===== src/rtl/bit_serializer.sv =====
// bit_serializer: parallel-to-serial shifter with valid/ready intake; LSB-first order when SERIALIZER_LSB_FIRST_EN is defined
module bit_serializer #(
  parameter int WIDTH = 8
) (
  input  logic             clk,
  input  logic             reset,
  input  logic [WIDTH-1:0] in_data,
  input  logic             in_valid,
  output logic             in_ready,
  input  logic             bit_en,
  output logic             x,
  output logic             x_valid,
  output logic             word_done
);
  localparam int CW = $clog2(WIDTH);
  typedef enum logic {IDLE, SHIFT} state_t;
  state_t           state;
  logic [CW-1:0]    cnt;
  logic [WIDTH-1:0] sreg;
  logic             last, accept, load_bit, next_bit;
  logic [WIDTH-1:0] load_rest, next_rest;
`ifdef SERIALIZER_LSB_FIRST_EN
  assign load_bit  = in_data[0];
  assign load_rest = in_data >> 1;
  assign next_bit  = sreg[0];
  assign next_rest = sreg >> 1;
`else
  assign load_bit  = in_data[WIDTH-1];
  assign load_rest = in_data << 1;
  assign next_bit  = sreg[WIDTH-1];
  assign next_rest = sreg << 1;
`endif
  assign last     = state == SHIFT && cnt == '0 && bit_en;
  assign in_ready = state == IDLE || last;
  assign accept   = in_valid && in_ready;
  // load on accept, advance on bit_en, return to idle after the last bit unless a new word follows
  always_ff @(posedge clk) begin
    if (reset) begin
      state     <= IDLE;
      cnt       <= '0;
      sreg      <= '0;
      x         <= 1'b0;
      x_valid   <= 1'b0;
      word_done <= 1'b0;
    end else begin
      word_done <= last;
      if (accept) begin
        state   <= SHIFT;
        cnt     <= CW'(WIDTH - 1);
        sreg    <= load_rest;
        x       <= load_bit;
        x_valid <= 1'b1;
      end else if (last) begin
        state   <= IDLE;
        x       <= 1'b0;
        x_valid <= 1'b0;
      end else if (state == SHIFT && bit_en) begin
        cnt  <= cnt - 1'b1;
        sreg <= next_rest;
        x    <= next_bit;
      end
    end
  end
endmodule


===== config.mk =====
export PLATFORM = sky130hd
export DESIGN_NAME = bit_serializer
export DESIGN_NICKNAME = d
export VERILOG_FILES = /design/src/rtl/bit_serializer.sv
export SDC_FILE = /design/constraint.sdc
export NUM_CORES = 1
export LEC_CHECK = 0
export ABC_AREA = 1
export CAP_MARGIN = 20
export CORE_MARGIN = 1
export CORE_UTILIZATION = 50
export DETAILED_ROUTE_END_ITERATION = 10
export GPL_TIMING_DRIVEN = 0
export PLACE_DENSITY = 0.8
export SLEW_MARGIN = 0
export SYNTH_ARGS = -nofsm -noshare
export SYNTH_HDL_FRONTEND = slang
export SYNTH_SLANG_ARGS = --single-unit

===== constraint.sdc =====
create_clock -name clk -period 2.3 [get_ports clk]
set_input_delay 0.46 -clock clk [delete_from_list [all_inputs] [get_ports clk]]
set_output_delay 0.46 -clock clk [all_outputs]
set_load 0.05 [all_outputs]

# Yosys cells after proc, flatten, opt, wreduce, memory -nomap -nowiden

Index checks and enable logic that the tools add are counted.

Bits in registers: 13
Logic and storage cells: 29

Add/sub/neg operators: 1
Equality and inequality tests: 1
Muxes and demuxes: 11
Bitwise gates (word level): 1
Reduce and logical (&&, ||, !) cells: 10

Operator list:

| cell                  | count |
|---|---|
| $mux W8               | 3 |
| $mux W3               | 3 |
| $mux W1               | 5 |
| $logic_and A1 B1 Y1   | 4 |
| $reduce_bool A2 Y1    | 2 |
| $logic_not A3 Y1      | 1 |
| $reduce_bool A3 Y1    | 1 |
| $sub A3 B1 Y3 const B | 1 |
| $ne A2 B1 Y1 const B  | 1 |
| $reduce_and A2 Y1     | 1 |
| $logic_or A1 B1 Y1    | 1 |
| $not A1 Y1            | 1 |

# Longest topological paths before layout

Depth after elaboration: 7
Gate-level depth with buffers: 10
Mapped depth without buffers: 10

# Worst setup path before layout

Ideal clock, no wire load.

Path type: reg-to-output
Start: register state
End: output port in_ready
Data arrival time: 1.235 ns
Required time: 1.840 ns
Slack: 0.605 ns
Cell stages (with the launch flop): 4
Buffers on the path: 1
Cell sequence: dfxtp_1 nand3_1 nand2_1 buf_6

Cells in the longest elaborated chain, start to end: 3
Elaborated cells between the ends (all ways): 4
Those cells by class: 1 x bitwise; 3 x reduce/logical

Ends and longest elaborated chain:

| item                             | line | RTL |
|---|---|---|
| start: declaration               | 17   | `state_t state;` |
| start signal: assignment         | 39   | `state <= IDLE;` |
| start signal: assignment         | 48   | `state <= SHIFT;` |
| start signal: assignment         | 54   | `state <= IDLE;` |
| $logic_and A1 B1 Y1 (2 in a row) | 33   | `assign last = state == SHIFT && cnt == '0 && bit_en;` |
| $logic_or A1 B1 Y1 *             | 34   | `assign in_ready = state == IDLE \|\| last;` |
| end: declaration                 | 9    | `output logic in_ready,` |

Mark *: on every way between the ends. The rest lies on a longest branch, timed or not.

# Worst setup path in the final report

Start: register cnt[0]
End: output port in_ready

Cells in the longest elaborated chain, start to end: 4

Ends and longest elaborated chain:

| item                             | line | RTL |
|---|---|---|
| start: declaration               | 18   | `logic [CW-1:0] cnt;` |
| start signal: assignment         | 49   | `cnt <= CW'(WIDTH - 1);` |
| start signal: assignment         | 58   | `cnt <= cnt - 1'b1;` |
| $logic_not A3 Y1                 | 33   |  |
| $logic_and A1 B1 Y1 (2 in a row) | 33   |  |
| $logic_or A1 B1 Y1               | 34   |  |

Every way passes these cells.

==> summary.md <==
| Metric | Value |
|---|---|
| Final Hold Viols | `0` |
| Max-slew headroom | `66.7%` |
| Vias in the first global route | `about 550` |
| Setup TNS | `0 ps` |
| Num Clock Sinks | `13` |
| Yosys cell types | `16` |
| Pin count of the biggest net entering global routing | `11` |
| Total gr overflow | `0` |
| Worst r2r src | `cnt[0]` |
| Number of CTS-inserted buffers | `3` |
| Crit path DAT | `1680 ps` |
| Min-Delay Path Class | `register to register` |
| Clock power frac | `25.9%` |
| Synthesis Warnings | `0` |
| H-Tree Depth | `1` |
| Global-route wire length before repair | `2280 um` |
| Peak supply drop | `about 0.38 mV` |
| Leak | `0.404 nW` |
| Worst Setup SP | `cnt[0]` |
| Crit path launch type | `register` |
| Most common cell in the netlist | `inv_1` |
| Max-cap viol count | `0` |
| Slowest-stage cell, CP | `dfxtp_1` |
| Fin nets | `127` |
| Pint | `approximately 0.38 mW` |
| Clock root cell | `clkbuf_4` |
| Crit-path cells | `inv_1, ha_1, ha_1, nand3_1, nand2_1, buf_6, buf_4` |
| I/O Pins | `16` |
| Sw Ratio | `31.1%` |
| Detailed router's first-iteration violation count | `7` |
| Delay of the slowest critical-path stage | `300 ps` |
| Final hold slack | `471 ps` |
| Port Buffers | `14` |
| Die Wd | `38.5 um` |
| Area leader, netlist | `dfxtp_1` |
| Fin cells | `approximately 130` |
| Post-DRT Antenna Nets | `0` |
| Die height | `around 39 um` |
| Mapped Nets | `108` |
| WL final | `1370 um` |
| Worst reg2reg path depth | `10` |
| Final min period | `between 2000 and 2500 ps` |
| Final Skew | `2.65 ps` |
| RSZ-0062 raised after global routing | `false` |
| Pre-Repair DR Iteration Count | `4` |
| Setup crit end kind | `primary output` |
| CP Data Required Time | `1840 ps` |
| Core ar. | `approximately 1200 sq um` |
| Setup bufs post-CTS | `0` |
| Number of fill cells | `99` |
| Post-DP HPWL | `1030 um` |
| Slew Limit Fails | `0` |
| Remaining DRCs | `0` |
| Synth Cell Area | `667 sq um` |
| FP Rows | `12` |
| Post-synth top flop | `dfxtp_1` |
| Avg Cell Area, Syn | `approximately 7.1 sq um` |
| Comb pwr share | `26.9%` |
| Total Routing Usage GR | `22.0%` |
| Crit Path Class | `register to primary output` |
| Syn Inst Count | `94` |
| Post-synth top cells | `inv_1, nand2_1, nand3_1` |
| Vias | `647` |
| Sequential Power Share | `47.2%` |
| Achievable clock frequency | `around 470 MHz` |
| Area contributors post-synth | `dfxtp_1, nand3_1, inv_1, nand2_1, a21oi_1` |
| RR Endpoint | `sreg[6]` |
| CTS tree | `done` |
| CP dominant cell by count | `ha_1` |
| Initial Utilization | `56.9%` |
| Vias per cell | `5.13` |
| Setup violators final | `0` |
| Initial antenna violation count | `0` |
| Fin crit share | `92.9%` |
| Area of the multi-input gates | `297 sq um` |
| Pwr Density | `about 640 nW/um^2` |
| Share of the yosys chip area belonging to registers | `between 30% and 40%` |
| Post-synth EDFFs | `0` |
| Diode count | `0` |
| Share of the synthesized area in the top cell type | `39.0%` |
| Psw | `around 0.17 mW` |
| Worst Tran Pin Value | `498 ps` |
| Crit path max fanout | `10` |
| Placed Cells | `122` |
| Flops & latches, synth | `13` |
| Max Root-Sink Buffers | `2` |
| Outcome | `complete, no violations` |
| Async S/R FF share, synth | `0%` |
| Ratio of cells with drive above 1 in the final layout | `11.6%` |
| Die area | `1480 sq um` |
| Worst skew pair latency | `270 ps` |
| Register area | `260 sq um` |
| Setup slack, reg-to-reg | `720 ps` |
| Reg clk slew, reported paths | `80 ps` |
| Area Overhead vs Synth | `27.2%` |
| DR WL/cell | `10.9 um` |
| Setup crit end | `in_ready` |
| GP Congestion | `about 0.76` |
## repair_timing
item | CTS | global route
resized for setup | 5 | 2
endpoints found under the setup margin | 1 | 1
hold buffers | 0 | 0
## metrics by stage
stage / total power, mW / instance area (sq um) / utilization [%] / setup WS (ps)
after floorplan: 0.361 / 667 / - / 605
after global placement: 0.404 / 825 / 70.4 / -381
after detailed placement: 0.410 / 825 / 70.4 / -389
after CTS: 0.546 / 846 / 72.2 / 97.4
after global routing: 0.577 / 848 / 72.4 / 16.4
final: 0.545 / 848 / 72.4 / 163
## power groups by stage
stage | combinational (mW) | sequential, mW | clock (mW)
final | 0.147 | 0.257 | 0.141
after CTS | 0.147 | 0.257 | 0.142
after global placement | 0.142 | 0.261 | 0
after floorplan | 0.0896 | 0.272 | 0
after detailed placement | 0.147 | 0.262 | 0
after global routing | 0.164 | 0.259 | 0.154
## metal layers
layer	part of all wire [%]	vias up	track usage, %
met5	0	-	0
met1	44	289	26.6
met3	3.4	2	3.49
met4	0.73	0	7.76
met2	52	18	38.8
li1	-	338	-
## sequential cells by signal (all words and copies together), names as in the netlist
name / flops
sreg: 7
cnt: 3
state: 1
word_done: 1
x: 1
## logic make-up after synthesis
logic type | share of synthesized area, %
flip-flops | 39.0
AO/OA/AOI/OAI | 12.8
AND/OR/NAND/NOR | 28.0
buffers and inverters | 16.5
adder cells (fa/ha/maj) | 3.75
## worst min-delay path by stage
stage	slack [ps]	depth (start not counted)	to	startpoint
5_1_grt	500	2	cnt[2]	cnt[2]
2_1_floorplan	430	2	cnt[1]	cnt[1]
3_5_place_dp	460	2	cnt[2]	cnt[2]
4_1_cts	480	2	cnt[2]	cnt[2]
6_report	470	2	cnt[2]	cnt[2]
3_3_place_gp	450	2	cnt[1]	cnt[1]
## critical path: cells and delay by family, from the launching register on
kind                     cells  cell delay, ps
buffers and inverters        3             440
adder cells (fa/ha/maj)      2             390
flip-flops                   1             300
AND/OR/NAND/NOR              2             280
## area by class of cell
class | instances | share of cell area [%]
Sequential cell | 13 | 30.7
Inverter | 20 | 8.85
Clock buffer | 4 | 3.10
Multi-Input combinational cell | 57 | 35.0
Buffer | 4 | 4.13
Tap cell | 14 | 2.06
Timing Repair Buffer | 14 | 16.2
## layout by cell type, fill, tap and decap left out, drive strengths merged
master,instances
nor2,1
nand3,16
dfxtp,13
clkbuf,4
nand4,3
o31ai,1
buf,5
nand2,21
ha,2
inv,20
o21ai,1
clkdlybuf4s50,13
a21oi,11
a31oi,1
No activity file was read; power rests on OpenSTA's default activity.
